--- config.mk ---
export PLATFORM = sky130hd
export DESIGN_NAME = spgd_dither_ctrl
export DESIGN_NICKNAME = d
export VERILOG_FILES = /design/src/rtl/spgd_pkg.sv /design/src/rtl/spgd_lfsr16.sv /design/src/rtl/spgd_dither_ctrl.sv
export SDC_FILE = /design/constraint.sdc
export NUM_CORES = 1
export LEC_CHECK = 0
export ABC_AREA = 1
export BUFFER_PORTS_ARGS = -buffer_cell sky130_fd_sc_hd__buf_2
export CAP_MARGIN = 20
export CORE_UTILIZATION = 65
export CTS_BUF_LIST = sky130_fd_sc_hd__clkbuf_8
export DETAILED_ROUTE_END_ITERATION = 10
export PLACE_DENSITY = 0.85
export SYNTH_ARGS = -nofsm -noshare
export SYNTH_HDL_FRONTEND = slang
export SYNTH_HIERARCHICAL = 1
export SYNTH_SLANG_ARGS = --single-unit
--- constraint.sdc ---
create_clock -name ADC_CLK -period 14.55 [get_ports ADC_CLK]
set_input_delay 1.455 -clock ADC_CLK [delete_from_list [all_inputs] [get_ports ADC_CLK]]
set_output_delay 1.455 -clock ADC_CLK [all_outputs]
set_load 0.03 [all_outputs]
--- src/rtl/spgd_pkg.sv ---
// Shared types, constants and helpers for the SPGD dither controller.
package spgd_pkg;

  typedef enum logic [2:0] {
    S_IDLE,
    S_APPLY_P,
    S_MEAS_P,
    S_APPLY_M,
    S_MEAS_M,
    S_UPDATE
  } state_e;

  // Metric format: signed Q16.16.
  localparam int Q_INT_BITS  = 16;
  localparam int Q_FRAC_BITS = 16;

  localparam int DAC_W_DEF = 14;

  // Headroom for metric difference, shifted step and code arithmetic.
  localparam int WIDE_W = 40;

  // x^16+x^14+x^13+x^11+1 with the register shifting toward bit 0.
  localparam logic [15:0] LFSR_TAP_MASK = 16'h002D;
  localparam logic [15:0] LFSR_SEED_DEF = 16'hACE1;

  function automatic logic [15:0] lfsr_step(input logic [15:0] s);
    return {^(s & LFSR_TAP_MASK), s[15:1]};
  endfunction

  function automatic logic signed [WIDE_W-1:0] clamp(input logic signed [WIDE_W-1:0] v,
                                                     input logic signed [WIDE_W-1:0] lo,
                                                     input logic signed [WIDE_W-1:0] hi);
    if (v < lo) return lo;
    if (v > hi) return hi;
    return v;
  endfunction

  function automatic logic signed [WIDE_W-1:0] sat_code(input logic signed [WIDE_W-1:0] v,
                                                        input logic signed [WIDE_W-1:0] code_max);
    return clamp(v, '0, code_max);
  endfunction

endpackage

--- src/rtl/spgd_lfsr16.sv ---
// 16-bit Fibonacci LFSR supplying the dither sign; steps only when advance is high.
module spgd_lfsr16
  import spgd_pkg::*;
#(
  parameter logic [15:0] SEED = LFSR_SEED_DEF
) (
  input  logic        ADC_CLK,
  input  logic        RST,
  input  logic        advance,
  output logic [15:0] state
);
  logic [15:0] state_q, state_d;

  always_comb begin
    state_d = advance ? lfsr_step(state_q) : state_q;
  end

  // NOTE: sequential state uses non-blocking assignments so every flop samples pre-edge values.
  always_ff @(posedge ADC_CLK) begin
    if (RST) state_q <= SEED;
    else     state_q <= state_d;
  end

  assign state = state_q;

endmodule

--- src/rtl/spgd_dither_ctrl.sv ---
// Two-sided SPGD dither controller: applies u+s*d and u-s*d, measures the metric at
// each polarity, then steps u by the shifted metric difference.
module spgd_dither_ctrl
  import spgd_pkg::*;
#(
  parameter int          FLOAT_WIDTH    = Q_INT_BITS + Q_FRAC_BITS,
  parameter int          DAC_WIDTH      = DAC_W_DEF,
  parameter int          SETTLE_CYCLES  = 64,
  parameter int          TIMEOUT_CYCLES = 4096,
  parameter logic [15:0] LFSR_SEED      = LFSR_SEED_DEF
) (
  input  logic                   ADC_CLK,
  input  logic                   RST,
  input  logic                   ENABLE,
  input  logic [FLOAT_WIDTH-1:0] METRIC_IN,
  input  logic                   METRIC_VALID,
  input  logic [DAC_WIDTH-1:0]   DITHER_AMP,
  input  logic [4:0]             GAIN_SHIFT,
  input  logic [DAC_WIDTH-1:0]   CODE_INIT,
  output logic                   MEAS_START,
  output logic [DAC_WIDTH-1:0]   DAC_CODE_OUT,
  output logic [15:0]            ITER_COUNT,
  output logic                   BUSY,
  output logic                   ERR
);
  localparam int CNT_MAX = (TIMEOUT_CYCLES > SETTLE_CYCLES) ? TIMEOUT_CYCLES : SETTLE_CYCLES;
  localparam int CNT_W   = $clog2(CNT_MAX) + 1;
  localparam logic signed [WIDE_W-1:0] CODE_MAX = WIDE_W'((64'd1 << DAC_WIDTH) - 64'd1);

  state_e                         state_q, state_d;
  logic [CNT_W-1:0]               cnt_q, cnt_d;
  logic [DAC_WIDTH-1:0]           u_q, u_d;
  logic [DAC_WIDTH-1:0]           dac_q, dac_d;
  logic                           s_q, s_d;
  logic signed [FLOAT_WIDTH-1:0]  jp_q, jp_d, jm_q, jm_d;
  logic [15:0]                    iter_q, iter_d;
  logic                           err_q, err_d;
  logic                           meas_start_q, meas_start_d;
  logic                           en_q;
  logic [15:0]                    lfsr_state;
  logic signed [WIDE_W-1:0]       diff_w, step_w, u_w, sd_w;

  spgd_lfsr16 #(.SEED(LFSR_SEED)) u_lfsr (
    .ADC_CLK (ADC_CLK),
    .RST     (RST),
    .advance (state_q == S_UPDATE),
    .state   (lfsr_state)
  );

  // NOTE: every signal written here gets a default first, so no path can infer a latch.
  always_comb begin
    state_d      = state_q;
    cnt_d        = cnt_q + 1'b1;
    u_d          = u_q;
    s_d          = s_q;
    jp_d         = jp_q;
    jm_d         = jm_q;
    iter_d       = iter_q;
    err_d        = err_q;
    meas_start_d = 1'b0;

    diff_w = WIDE_W'(jp_q) - WIDE_W'(jm_q);
    step_w = clamp(diff_w >>> GAIN_SHIFT, -CODE_MAX, CODE_MAX);

    unique case (state_q)
      S_IDLE: begin
        if (ENABLE && !en_q) begin
          state_d = S_APPLY_P;
          cnt_d   = '0;
          u_d     = CODE_INIT;
          err_d   = 1'b0;
          s_d     = lfsr_state[0];
        end
      end
      S_APPLY_P, S_APPLY_M: begin
        if (cnt_q == CNT_W'(SETTLE_CYCLES - 1)) begin
          state_d      = (state_q == S_APPLY_P) ? S_MEAS_P : S_MEAS_M;
          cnt_d        = '0;
          meas_start_d = 1'b1;
        end
      end
      S_MEAS_P, S_MEAS_M: begin
        // The strobe is only honoured once the request cycle has passed.
        if (METRIC_VALID && !meas_start_q) begin
          if (state_q == S_MEAS_P) begin
            jp_d    = METRIC_IN;
            state_d = S_APPLY_M;
          end else begin
            jm_d    = METRIC_IN;
            state_d = S_UPDATE;
          end
          cnt_d = '0;
        end else if (cnt_q == CNT_W'(TIMEOUT_CYCLES - 1)) begin
          err_d   = 1'b1;
          state_d = S_IDLE;
        end
      end
      S_UPDATE: begin
        u_w     = WIDE_W'(u_q);
        u_d     = DAC_WIDTH'(sat_code(u_w + (s_q ? step_w : -step_w), CODE_MAX));
        iter_d  = iter_q + 16'd1;
        // Bit 1 now becomes bit 0 after this cycle's LFSR step.
        s_d     = lfsr_state[1];
        state_d = ENABLE ? S_APPLY_P : S_IDLE;
        cnt_d   = '0;
      end
      default: state_d = S_IDLE;
    endcase

    if (!ENABLE && state_q != S_IDLE && state_q != S_UPDATE) state_d = S_IDLE;

    u_w  = WIDE_W'(u_d);
    sd_w = s_d ? WIDE_W'(DITHER_AMP) : -WIDE_W'(DITHER_AMP);
    unique case (state_d)
      S_IDLE:             dac_d = u_d;
      S_APPLY_P, S_MEAS_P: dac_d = DAC_WIDTH'(sat_code(u_w + sd_w, CODE_MAX));
      default:            dac_d = DAC_WIDTH'(sat_code(u_w - sd_w, CODE_MAX));
    endcase
  end

  always_ff @(posedge ADC_CLK) begin
    if (RST) begin
      state_q      <= S_IDLE;
      cnt_q        <= '0;
      u_q          <= '0;
      dac_q        <= '0;
      s_q          <= 1'b0;
      jp_q         <= '0;
      jm_q         <= '0;
      iter_q       <= '0;
      err_q        <= 1'b0;
      meas_start_q <= 1'b0;
      en_q         <= 1'b0;
    end else begin
      state_q      <= state_d;
      cnt_q        <= cnt_d;
      u_q          <= u_d;
      dac_q        <= dac_d;
      s_q          <= s_d;
      jp_q         <= jp_d;
      jm_q         <= jm_d;
      iter_q       <= iter_d;
      err_q        <= err_d;
      meas_start_q <= meas_start_d;
      en_q         <= ENABLE;
    end
  end

  assign MEAS_START   = meas_start_q;
  assign DAC_CODE_OUT = dac_q;
  assign ITER_COUNT   = iter_q;
  assign BUSY         = (state_q != S_IDLE);
  assign ERR          = err_q;

endmodule

# Yosys cells after proc, flatten, opt, wreduce, memory -nomap -nowiden
# Index checks and enable logic that the tools add are counted.
[totals]
reg_bits = 144
latchBits = 0
ram_bits = 0
rom_bits = 0
input_bits = 69
n_memories = 0
[op_classes]
n_addsub = 8
mul = 0
div_mod_pow = 0
magnitude_cmp = 8
eq_ne = 13
shifts = 1
mux = 59
n_bitwise = 2
n_reduce_logical = 20
[ops]
columns = ["operator", "count"]
rows = [
  ["$mux 40", 6],
  ["$mux 14", 13],
  ["$gt 40x15->1 const B", 4],
  ["$lt 40x1->1 const B", 3],
  ["$add 15x40->40", 2],
  ["$pmux 14 s2", 2],
  ["$pmux 13 s4", 1],
  ["$lt 40x15->1 const B", 1],
  ["$neg 14->40", 1],
  ["$neg 40->40", 1],
  ["$sshr 33x5->40", 1],
  ["$sub 15x40->40", 1],
  ["$mux 13", 3],
  ["$sub 32x32->33", 1],
  ["$mux 1", 24],
  ["$mux 3", 7],
  ["$add 16x1->16 const B", 1],
  ["$reduce_xor 16->1", 1],
  ["$add 13x1->13 const B", 1],
  ["$eq 13x12->1 const B", 1],
  ["$eq 13x6->1 const B", 1],
  ["$pmux 3 s4", 1],
  ["$eq 3x2->1 const B", 3],
  ["$reduce_or 2->1", 4],
  ["other kinds (14)", 27],
]

# Depth between registers and ports, before layout
# Gate-level depths: netlist of run 1.
[depth]
word_depth = 27
depth_mapped = 81
mapped_depth_nobuf = 79

# Hierarchy
# The synthesis of run 1 kept the hierarchy.
[modules_own_cells]
columns = ["mod", "n_inst", "cells_each", "area_each_um2"]
rows = [
  ["spgd_dither_ctrl", 1, 2190, 12833.6],
  ["spgd_lfsr16", 1, 82, 616.8],
]

# Least setup slack after synthesis of run 1
# OpenSTA, ideal clock, no wires.
[synth_path]
path_type = "input -> register"
start = "input GAIN_SHIFT[1]"
end = "register dac_q[6], in the netlist DAC_CODE_OUT[6]"
setup_ps = 58
arrival_ps = 8831
slack_ps = 5660
cell_stages = 56
path_buffers = 5
path_cell_list = "clkbuf_1 clkbuf_1 nand3_1 nand3_1 nand3_1 nand3_1 nand2_1 nor2_1 nand2_1 nor2_1 nand2_1 nand2_2 nand2_4 buf_6 nand2_4 clkinv_2 ha_1 nand3_1 [... 20 more ...] ha_1 fa_1 o31ai_1 a21oi_1 o21bai_1 a21boi_0 o21bai_1 a21oi_1 o31ai_1 nand3_1 a21oi_1 nor3_1 a21oi_1 clkbuf_1 o21ai_0 nand2_1 nand2_1 nand2_1"
[synth_via]
elab_chain_len = 24
word_cells_on_any_way = 46
[synth_lines]
columns = ["element", "line_no", "source"]
rows = [
  ["start, declared", "spgd_dither_ctrl.sv:18", "input logic [4:0] GAIN_SHIFT,"],
  ["$sshr 33x5->40 (*)", "spgd_dither_ctrl.sv:63", "step_w = clamp(diff_w >>> GAIN_SHIFT, -CODE_MAX, CODE_MAX);"],
  ["$gt 40x15->1", "spgd_pkg.sv:34", "if (v > hi) return hi;"],
  ["$mux 1 (2 in a row)", "spgd_pkg.sv:34", ""],
  ["$mux 40", "spgd_pkg.sv:35", "return v;"],
  ["$mux 40 (*)", "spgd_pkg.sv:34", ""],
  ["$neg 40->40", "spgd_dither_ctrl.sv:100", "u_d = DAC_WIDTH'(sat_code(u_w + (s_q ? step_w : -step_w), CODE_MAX));"],
  ["$mux 40 (*)", "spgd_dither_ctrl.sv:100", ""],
  ["$add 15x40->40 (*)", "spgd_dither_ctrl.sv:100", ""],
  ["[... 7 more ...]", "n/a", ""],
  ["named net u_d[0]", "spgd_dither_ctrl.sv:32", "logic [DAC_WIDTH-1:0] u_q, u_d;"],
  ["$sub 15x40->40 / $add 15x40->40 (equally long branches)", "spgd_dither_ctrl.sv:117, spgd_dither_ctrl.sv:116", ""],
  ["$gt 40x15->1", "spgd_pkg.sv:34", ""],
  ["$mux 1 (2 in a row)", "spgd_pkg.sv:34", ""],
  ["$mux 1", "spgd_dither_ctrl.sv:114", "unique case (state_d)"],
  ["$mux 14", "spgd_pkg.sv:35", ""],
  ["$mux 14", "spgd_pkg.sv:34", ""],
  ["$pmux 14 s2 (*)", "spgd_dither_ctrl.sv:114", ""],
  ["end signal, assigned", "spgd_dither_ctrl.sv:126", "dac_q <= '0;"],
  ["end signal, assigned", "spgd_dither_ctrl.sv:138", "dac_q <= dac_d;"],
  ["end, declared", "spgd_dither_ctrl.sv:33", "logic [DAC_WIDTH-1:0] dac_q, dac_d;"],
]
# The timed path passes the listed nets; every way through them passes the cells marked *. The select of a mux whose other input is x is not followed.
# A chain may end at the register's enable or synchronous reset.

# Worst setup path after layout of run 1
[layout_path]
start = "input GAIN_SHIFT[3]"
end = "register dac_q[2], in the netlist DAC_CODE_OUT[2]"
# Same word-level chain as after synthesis.

==> results.txt, run 1 <==
Post-synth EDFFs - 0
GRT overflow - 0
drt total wl - 39,000 µm
Tcrit/Tclk final - 0.773
FF-to-FF End - DAC_CODE_OUT[2]$_SDFF_PP0_
CP Launch Type - primary input
dpl cell area - 14,000 µm²
P per Cell Area - 73.6 nW/µm²
crit-path max FO - 34
DR pass1 iterations - 6
Post-DRT Antenna Nets - 0
CTS tree - yes
H-Tree Level Count - 4
Peak VDD IR - 0.0814 mV
Tot Pwr - 1.06 mW
Hold Slack - 0.454 ns
HPWL Detailed - 30,100 µm
DR WL/cell - 15.0 µm
CTS Buffer Depth - 2
Setup crit end kind - register
RSZ-0062 raised after global routing - no
status - finished clean
Clock Skew - 0.0311 ns
Post-Synth XOR/XNOR Area - 0.0443
Post-Route Setup TNS - 0 ns
initial DRC count - 1,436
Synth area leader - dfxtp_1
post-synthesis mux area share - 0.00149
antenna violations before repair - 3
GRT Total Usage - 0.368
critical path's slowest cell - clkinv_1
largest net degree at the start of global routing - 94
vias per inst - 5.69
met1 GRT Util - 0.499
Ys Warns - 6
Worst R2R Start - jp_q[0]$_SDFFE_PP0P_
ys flop type - dfxtp_1
drt drc - 0
CP startpoint - GAIN_SHIFT[3]
Syn Inst Count - 2,272
Slew @ Worst Pin - 1.05 ns
Worst R2R Path Depth - 67
Yosys cell types - 55
Async SR Flop Fraction - 0
Post-CTS Setup Bufs - 0
hold buffers post-CTS - 0
post-synthesis register bit count - 144
fill count - 1,843
crit-path max cell delay - 0.95 ns
post_cts resized - 0
Slew Limit Fails - 0
Clock Latency Late Sink - 0.46 ns
fin nets - 2,473
hold crit path type - reg2reg
row count - 52
Area Overhead vs Synth - 6.86%
total core area - 20,200 µm²
io pins - 102
Finished Layout Cells - 2,603
simple-gate share of the synthesized area - 0.399
Final Hold Fails - 0
GR Layer Usage met2 - 0.593
crit path kind - in2reg
CTS buffer count - 17
die area - 21,300 µm²
FMAX - 0.0889 GHz
Synth area leaders - dfxtp_1 21%, nand2_1 18%, nand3_1 9.8%, inv_1 8.1%, ha_1 7.5%
CP arrival - 11.64 ns
main combinational cell family by area after synthesis - simple AND/OR/NAND/NOR gates
Synth Area in Compound Gates - 0.142
Leakage - 7.54 nW
Netlist Area Pre-Place - 13,500 µm²
maxcap violations - 0
post-synth top area share - 0.214
Clock Sinks - 144
Reg clk slew, reported paths - 0.09 ns
Setup crit end - DAC_CODE_OUT[2]$_SDFF_PP0_
global-route wire length before repair - 64,200 µm
PortBufs - 101
vias in the first global route - 13,400
GRT Max-Usage Layer - met2
Syn Nets - 2,426
chip width - 146 µm
die height - 146 µm
Final setup viols - 0
Critical Path RT - 14.94 ns
Worst slew margin - 0.300
via count - 14,800
cell mode on critical path - nand2_1
placed cells - 2,569
M3 GR Usage - 0.0527
Synth Area in Adders - 0.0813
cell area after layout - 14,400 µm²
layout cells sized above 1 - 0.103
Root Buffer - clkbuf_8
RD Place Congestion - 1.01
Initial Util - 0.665
Mapped Avg Cell Area - 5.92 µm²
post-synthesis sequential area ratio - 0.214
minimum clock period - 11.25 ns
reg2reg setup slack - 3.56 ns
cells in the final DEF (no fill, tap or decap), types with 14 or more instances in the layout:
cell      count
buf_2       101
nand2_2      34
a21oi_1     132
nor2_1      222
ha_1         81
o21ai_0     128
nor3_1       18
xor2_1       50
nand3_1     264
xnor2_1      18
nand3_2      17
clkbuf_8     17
a22oi_1      14
inv_1       289
o21ai_1      15
nand2_1     632
dfxtp_1     144
cells by family after synthesis:
| kind of cell | count (synthesis) |
|---|---|
| AO/OA/AOI/OAI | 343 |
| AND/OR/NAND/NOR | 1237 |
| buffers and inverters | 393 |
| XOR/XNOR | 68 |
| multiplexers | 2 |
| flip-flops | 144 |
| adder cells (fa/ha/maj) | 85 |
report_power, final:
part           internal [mW]  switching [mW]  leakage (nW)
sequential             0.403         0.00662          1.16
clock                  0.141           0.186         0.183
combinational          0.108           0.214          6.19
total                  0.652           0.407          7.54
critical path: cells and delay by family:
family	cells	cell delay, ns
buffers and inverters	7	1.82
AOI/OAI and AO/OA	19	4.41
xor gates and xnor gates	1	0.14
and+or+nand+nor	21	2.60
adders and majority gates	4	1.14
metrics by stage:
stage / setup slack [ns] / util
floorplan: 5.66 / -
global placement: 3.41 / 0.690
detailed placement: 3.17 / 0.690
CTS: 3.63 / 0.709
global route: 2.31 / 0.710
finish: 3.30 / 0.710
cell type report:
type                            count  area, µm²  share of cell area
Clock buffer                       17        234              0.0163
Tap cell                          270        338              0.0235
Antenna cell                        2       5.00            0.000348
Clock inverter                     14        151              0.0105
Inverter                          312       1180              0.0823
Timing Repair Buffer              109        586              0.0407
Sequential cell                   144       2880               0.201
Multi-Input combinational cell   1735       8990               0.626
worst min path at each step:
stage / start / cells past startpoint / endpoint / slack (ns)
floorplan: u_lfsr/state[6]$_SDFFE_PP1P_ / 2 / u_lfsr/state[6]$_SDFFE_PP1P_ / 0.43
global placement: ITER_COUNT[15]$_SDFFE_PP0P_ / 1 / ITER_COUNT[15]$_SDFFE_PP0P_ / 0.43
detailed placement: ITER_COUNT[15]$_SDFFE_PP0P_ / 1 / ITER_COUNT[15]$_SDFFE_PP0P_ / 0.44
CTS: ITER_COUNT[15]$_SDFFE_PP0P_ / 1 / ITER_COUNT[15]$_SDFFE_PP0P_ / 0.46
global route: ITER_COUNT[15]$_SDFFE_PP0P_ / 1 / ITER_COUNT[15]$_SDFFE_PP0P_ / 0.47
finish: ITER_COUNT[15]$_SDFFE_PP0P_ / 1 / ITER_COUNT[15]$_SDFFE_PP0P_ / 0.45
routing by layer:
metal | vias up | wire [µm]
li1 | 7384 | -
met1 | 6663 | 17100
met2 | 671 | 17600
met3 | 85 | 3340
met4 | 0 | 953
met5 | - | 0
state kept, by name, summed over array words and instances (netlist names):
register and count:
DAC_CODE_OUT 14, ERR 1, ITER_COUNT 16, MEAS_START 1, cnt_q 13, en_q 1
jm_q 32, jp_q 32, s_q 1, state_q 3, u_lfsr/state 16, u_q 14
synth_stat cells, types with 14 or more instances:
cell	instances
a21oi_1	132
a22oi_1	14
buf_2	20
clkbuf_1	41
dfxtp_1	144
ha_1	81
inv_1	290
nand2_1	632
nand2_2	34
nand3_1	264
nand3_2	17
nor2_1	222
nor3_1	19
o21ai_0	128
o21ai_1	15
xnor2_1	18
xor2_1	50
Note: power is estimated with default switching activity, not from simulation.
==> run 2, diff against run 1 <==
- CORE_UTILIZATION: 65 -> 57
- PLACE_DENSITY: 0.85 -> 0.79
- clock period: 14.55 -> 9.1 ns (I/O delays scaled with it)
==> run 2 against run 1 <==
  * Utilization grew 6.0 points
  * Power grew 83%
  * Hold slack gained 0.0064 ns
  * Clock power grew 67%
  * Non-clock buffer count grew 135
  * Critical path type is now reg2reg
  * Largest cell class unchanged
  * Highest routed layer is now met5
==> results.txt, run 2 (synthesized netlist as in run 1, its figures left out) <==
internal power - 1.15 mW (+77%)
Reg clk slew, reported paths - 0.13 ns (+0.04 ns)
Slew Limit Fails - 0 (unchanged)
Clock Sinks - 144 (unchanged)
fin nets - 2,608 (+5.5%)
PortBufs - 101 (unchanged)
crit-path max cell delay - 0.39 ns (-0.56 ns)
CP startpoint - jp_q[0]$_SDFFE_PP0P_
CTS buffer count - 17 (unchanged)
Hold Slack - 0.460 ns (+0.00641 ns)
minimum clock period - 9.01 ns
die height - 156 µm (+6.7%)
P per Cell Area - 109 nW/µm² (+49%)
Setup crit end kind - register
pre-CTS WS - -0.629 ns (-3.80 ns)
vias in the first global route - 13,500 (+1.3%)
antenna violations before repair - 2 (-1)
hold buffers post-CTS - 0 (unchanged)
CTS tree - yes
Flop pwr share - 0.339 (-0.048)
drt total wl - 44,900 µm (+15%)
logic gate share of total power - 0.378 (+0.074)
Clock Latency Late Sink - 0.48 ns (+0.02 ns)
Clock Skew - 0.0326 ns (+0.00149 ns)
Area Overhead vs Synth - 31.3%
GRT overflow - 0 (unchanged)
most common cell after layout, fill and taps aside - nand2_1
RD Place Congestion - 1.04 (+2.5%)
drt drc - 0 (unchanged)
status - finished clean
sw frac - 0.404 (+0.0201)
total core area - 22,900 µm² (+13%)
vias per inst - 5.69 (about the same)
maxcap violations - 0 (unchanged)
Leakage - 8.69 nW (+15%)
crit-path max FO - 6 (-82%)
placed cells - 2,709 (+5.4%)
GRT Total Usage - 0.334 (-0.0337)
Hold Startpoint - ITER_COUNT[15]$_SDFFE_PP0P_
Slew @ Worst Pin - 1.09 ns (+0.0375 ns)
CP arrival - 9.45 ns (-2.19 ns)
Peak VDD IR - 0.134 mV (+65%)
largest net degree at the start of global routing - 94 (unchanged)
Root Buffer - clkbuf_8
Net Switching - 781 µW (+92%)
Tcrit/Tclk final - 0.991
Top Registers - jm_q: 32 flops, jp_q: 32 flops
FMAX - 0.111 GHz
Initial Util - 0.587 (-0.0778)
most frequent cells in the layout - 537 x nand2_1, 271 x inv_1, 192 x nor2_1
DR WL/cell - 16.1 µm (+7.7%)
fill count - 1,705 (-7.5%)
HPWL Detailed - 31,000 µm (+3.1%)
CTS Buffer Depth - 2 (unchanged)
via count - 15,800 (+6.9%)
Post-DRT Antenna Nets - 0 (unchanged)
initial DRC count - 1,653 (+15%)
H-Tree Level Count - 4 (unchanged)
cell mode on critical path - nand2_2
Worst slew margin - 0.269 (-0.0319)
Final setup viols - 0 (unchanged)
Worst R2R Start - jp_q[0]$_SDFFE_PP0P_
Post-Route Setup TNS - 0 ns (unchanged)
global-route wire length before repair - 65,400 µm (+1.9%)
io pins - 102 (unchanged)
row count - 55 (+5.8%)
Finished Layout Cells - 2,781 (+6.8%)
CP Launch Type - register
chip width - 156 µm (+6.7%)
PnR worst setup slack - 0.0855 ns (-3.22 ns)
FF+latch area - 2900 µm² (+0.56%)
Critical Path RT - 9.53 ns (-5.41 ns)
crit path kind - reg2reg
hold crit path type - reg2reg
multi-input logic area - 11,100 µm² (+23%)
die area - 24,200 µm² (+14%)
Final Hold Fails - 0 (unchanged)
layout cells sized above 1 - 0.307 (+0.204)
Clock Power Share - 0.282 (-0.027)
critical path's slowest cell - ha_1
DR pass1 iterations - 6 (unchanged)
run 2: path summary, 6_finish.rpt:
path,endpoint,slack (ns),cells past startpoint
worst max-delay path,DAC_CODE_OUT[10]$_SDFF_PP0_,0.09,64
worst min-delay path,ITER_COUNT[15]$_SDFFE_PP0P_,0.46,1
worst max register to register,DAC_CODE_OUT[10]$_SDFF_PP0_,0.09,64
worst min register to register,ITER_COUNT[15]$_SDFFE_PP0P_,0.46,1
run 2: through the flow:
| stage | utilization | instance area, µm² | power [mW] |
|---|---|---|---|
| after floorplan | - | 13500 | 1.05 |
| after global placement | 0.646 | 14800 | 1.23 |
| after detailed placement | 0.646 | 14800 | 1.24 |
| after CTS | 0.671 | 15400 | 1.80 |
| after global routing | 0.770 | 17700 | 2.01 |
| final | 0.770 | 17700 | 1.93 |
run 2: what timing repair did:
item                                    CTS  global route
endpoints found under the setup margin   14            14
buffers inserted                          6            34
pin swaps                                11           172
resized for setup                        32           481
cloned                                    1             0
run 2: cell type report:
class,instances,share of cell area
Clock inverter,15,0.0101
Sequential cell,144,0.164
Timing Repair Buffer,244,0.0960
Inverter,312,0.0672
Antenna cell,1,0.000142
Clock buffer,17,0.0133
Tap cell,313,0.0222
Multi-Input combinational cell,1735,0.627
run 2: metal layers:
metal / vias up / GRT usage / wire, µm
met5: - / 0 / 13
met4: 2 / 0.105 / 1340
met3: 116 / 0.0539 / 4080
met2: 787 / 0.512 / 20200
met1: 7258 / 0.476 / 19200
li1: 7667 / - / -
run 2: worst max-delay path: cells and delay by family, from the launching register on:
kind	cells	cell delay [ns]
DFF	1	0.33
and+or+nand+nor	34	3.47
buffers and inverters	7	0.70
AOI/OAI and AO/OA	16	2.68
adders and majority gates	6	1.64
xor gates and xnor gates	1	0.17
run 2: power by group through the flow:
stage	clock network (mW)	logic, mW	registers, mW
4_1_cts	0.551	0.594	0.654
6_report	0.546	0.731	0.655
5_1_grt	0.574	0.784	0.657
2_1_floorplan	0	0.368	0.682
3_5_place_dp	0	0.568	0.669
3_3_place_gp	0	0.562	0.668
==> run 3, diff against run 2 <==
- ABC_AREA: 1 -> unset
- CORE_UTILIZATION: 57 -> 58
- PLACE_DENSITY: 0.79 -> 0.8
==> run 3 against run 2 <==
  * The run now fails in 5_1_grt
  * Area after synthesis up 6.5%
  * Synthesized cell count down 12%
==> results.txt, run 3 <==
placed cells - 2,811 (+3.8%)
pre-CTS WS - -1.81 ns (-1.18 ns)
Netlist Area Pre-Place - 14,300 µm² (+6.5%)
Initial Util - 0.591 (+0.00361)
HPWL Detailed - 45,100 µm (+45%)
post-synthesis register bit count - 144 (unchanged)
post-synthesis sequential area ratio - 0.201 (-0.0130)
Post-synth EDFFs - 0 (unchanged)
Syn Inst Count - 1,992 (-12%)
post-synth top area share - 0.201 (-0.0130)
hold buffers post-CTS - 0 (unchanged)
Log Error - [ERROR GRT-0232] Routing congestion too high. Check the congestion heatmap in the GUI.
H-Tree Level Count - 4 (unchanged)
Clock Sinks - 144 (unchanged)
chip width - 159 µm (+2.3%)
CTS buffer count - 17 (unchanged)
Yosys cell types - 108 (+96%)
PortBufs - 101 (unchanged)
GRT overflow - 65
Post-synth top cells - 300 x nand2_1, 190 x nor2_1, 180 x a21oi_1
Synth area leader - dfxtp_1
CTS Buffer Depth - 2 (unchanged)
Root Buffer - clkbuf_8
row count - 57 (+3.6%)
Async SR Flop Fraction - 0 (unchanged)
die height - 159 µm (+2.3%)
Syn Nets - 2,146 (-12%)
Mapped Avg Cell Area - 7.19 µm² (+21%)
largest net degree at the start of global routing - 99
status - aborted with a tool error
ys flop type - dfxtp_1
Ys Warns - 6 (unchanged)
Stop stage - 5_1_grt
Synth area leaders - dfxtp_1 20%, nand2_1 7.9%, ha_1 7.1%, a21oi_1 6.3%, nor2_1 5.0%
io pins - 102 (unchanged)
most frequent cell after synthesis - nand2_1
RD Place Congestion - 1.05 (+1.3%)
GRT Total Usage - 0.791
==> run 3: metrics by stage <==
| step | hold slack, ns | util | area (µm²) |
|---|---|---|---|
| detailed placement | 0.449 | 0.779 | 18900 |
| global placement | 0.441 | 0.779 | 18900 |
| CTS | 0.463 | 0.841 | 20400 |
| floorplan | 0.430 | - | 14700 |
==> run 3: kinds of logic after synthesis <==
group | share of synthesized area
XOR/XNOR | 0.0568
buffers and inverters | 0.0619
flip-flops | 0.201
multiplexers | 0.0460
adder cells (fa/ha/maj) | 0.0764
AND/OR/NAND/NOR | 0.253
AO/OA/AOI/OAI | 0.305
==> run 3: what timing repair did <==
action	4_1_cts
hold endpoints to repair	0
endpoints found under the setup margin	14
pin swaps	94
gates cloned	2
setup buffers	59
resized for setup	121
==> run 3: layer usage <==
layer / overflow / track usage
met3: 0 / 0.666
met2: 44 / 0.951
met4: 18 / 0.757
met5: 0 / 0.288
met1: 3 / 0.794
==> run 4, diff against run 3 <==
- CORE_UTILIZATION: 58 -> 40
- CTS_BUF_LIST: sky130_fd_sc_hd__clkbuf_8 -> unset
- PLACE_DENSITY: 0.8 -> unset
- PLACE_DENSITY_LB_ADDON: unset -> 0.15
- clock period: 9.1 -> 11.8 ns (I/O delays scaled with it)
==> run 4 against run 3 <==
  * The run now ends clean
  * Area after synthesis did not move
  * Synthesized cell count did not move
==> results.txt, run 4 <==
Peak VDD IR - 0.0938 mV
post-synthesis register bit count - 144 (unchanged)
DR pass1 iterations - 7
row count - 68 (+19%)
crit-path max cell delay - 0.47 ns
Ys Warns - 6 (unchanged)
CP startpoint - jm_q[19]$_SDFFE_PP0P_
PortBufs - 101 (unchanged)
Leakage - 7.03 nW
Clock Skew - 0.0159 ns
Clock Sinks - 144 (unchanged)
Async SR Flop Fraction - 0 (unchanged)
status - finished clean
Syn Nets - 2,146 (unchanged)
total core area - 34,900 µm²
CTS buffer count - 17 (unchanged)
Setup crit end kind - register
reg2reg setup slack - 0.65 ns
Worst R2R Start - jm_q[19]$_SDFFE_PP0P_
die height - 191 µm (+20%)
post-synthesis sequential area ratio - 0.201 (unchanged)
fin nets - 2,300
chip width - 191 µm (+20%)
Synth area leaders - dfxtp_1 20%, nand2_1 7.9%, ha_1 7.1%, a21oi_1 6.3%, nor2_1 5.0%
largest net degree at the start of global routing - 91
most frequent cell after synthesis - nand2_1
Synth area leader - dfxtp_1
Initial Util - 0.411 (-0.180)
io pins - 102 (unchanged)
Worst R2R Path Depth - 52
Post-DRT Antenna Nets - 0
ys flop type - dfxtp_1
drt drc - 0
crit path kind - reg2reg
critical path's slowest cell - fa_1
GRT Total Usage - 0.286
vias per inst - 6.04
Post-synth EDFFs - 0 (unchanged)
die area - 36,600 µm²
antenna violations before repair - 2
CTS Buffer Depth - 2 (unchanged)
drt total wl - 52,900 µm
Slew @ Worst Pin - 0.973 ns
most common cell after layout, fill and taps aside - nand2_1
Critical Path RT - 12.08 ns
Ant. Diodes - 0
Slew Limit Fails - 0
Final Hold Fails - 0
HPWL Detailed - 41,300 µm (-8.4%)
most frequent cells in the layout - 300 x nand2_1, 187 x nor2_1, 163 x a21oi_1
crit-path max FO - 14
Syn Inst Count - 1,992 (unchanged)
global-route wire length before repair - 82,000 µm
hold depth - 2
Finished Layout Cells - 2,613
Root Buffer - clkbuf_16
CP Launch Type - register
Clock Latency Late Sink - 0.45 ns
H-Tree Level Count - 4 (unchanged)
CP arrival - 11.43 ns
vias in the first global route - 14,700
Tcrit/Tclk final - 0.945
Reg clk slew, reported paths - 0.07 ns
Post-synth top cells - 300 x nand2_1, 190 x nor2_1, 180 x a21oi_1
layout cells sized above 1 - 0.200
maxcap violations - 0
Post-Route Setup TNS - 0 ns
hold crit path type - reg2reg
Area Overhead vs Synth - 19.0%
Top Registers - jm_q: 32 flops, jp_q: 32 flops
Yosys cell types - 108 (unchanged)
DR WL/cell - 20.2 µm
post-synth top area share - 0.201 (unchanged)
RD Place Congestion - 0.995 (-5.4%)
minimum clock period - 11.15 ns
CTS tree - yes
Mapped Avg Cell Area - 7.19 µm² (unchanged)
Worst slew margin - 0.351
placed cells - 2,569 (-8.6%)
Final setup viols - 0
initial DRC count - 1,484
Netlist Area Pre-Place - 14,300 µm² (unchanged)
FMAX - 0.0897 GHz
Hold Startpoint - jm_q[28]$_SDFFE_PP0P_
P per Cell Area - 94.1 nW/µm²
via count - 15,800
GRT overflow - 0
## run 4: path summary, 6_finish.rpt
check | end
setup / recovery | DAC_CODE_OUT[2]$_SDFF_PP0_
hold / removal | jm_q[28]$_SDFFE_PP0P_
setup reg to reg | DAC_CODE_OUT[2]$_SDFF_PP0_
hold reg to reg | jm_q[28]$_SDFFE_PP0P_
## run 4: power by group
group	leakage, nW	switching (mW)	total (mW)	internal [mW]
Clock	0.272	0.231	0.514	0.283
Sequential	1.16	0.0108	0.511	0.501
Combinational	5.59	0.349	0.578	0.229
## run 4: metrics by stage
step           area, µm²  hold slack [ns]   util  total power, mW  worst slack (ns)
2_1_floorplan      14300            0.430      -            0.880             0.398
3_3_place_gp       15900            0.443  0.456             1.07            0.0975
3_5_place_dp       15900            0.448  0.456             1.06           -0.0497
4_1_cts            16500            0.456  0.473             1.58            0.0210
5_1_grt            17000            0.468  0.488             1.68           -0.0706
6_report           17000            0.454  0.488             1.60             0.651
## run 4: final cells by class
type / instances / area [µm²]
multi-input combinational: 1632 / 11000
inverter: 103 / 387
clock inverter: 12 / 96.3
tap: 455 / 569
clock buffer: 19 / 453
fill: 3603 / 17800
timing repair buffer: 248 / 1620
sequential: 144 / 2880
## run 4: cells by family (layout without fill, tap and decap cells)
family | count (synthesis) | in the layout | synth area share
AO/OA/AOI/OAI | 626 | 626 | 0.305
XOR/XNOR | 92 | 92 | 0.0568
adder cells (fa/ha/maj) | 85 | 85 | 0.0764
buffers and inverters | 216 | 382 | 0.0619
flip-flops | 144 | 144 | 0.201
multiplexers | 54 | 54 | 0.0460
AND/OR/NAND/NOR | 775 | 775 | 0.253
## run 4: what timing repair did
item | in CTS | in global routing
pin swaps | 0 | 20
resized for setup | 3 | 102
setup endpoints to repair | 3 | 14
buffers inserted | 0 | 12
hold endpoints to repair | 0 | 0
hold buffers | 0 | 0
gates cloned | 0 | 1
## run 4: critical path: cells and delay by family (launching register included)
kind                       cells  cell delay (ns)
AOI/OAI and AO/OA             30             6.06
and+or+nand+nor               12             2.13
adders and majority gates      3             1.22
buffers and inverters          5             0.72
xor gates and xnor gates       1             0.42
DFF                            1             0.33
muxes                          1             0.11
## run 4: metal layers
metal  global-route usage  vias to the layer above  part of all wire  wire length, µm
li1                     -                     7575                 -                -
met1                0.402                     7516              0.46            24500
met2                0.445                      601              0.44            23300
met3               0.0428                       98             0.067             3530
met4               0.0925                        4             0.028             1460
met5                    0                        -           0.00059               31
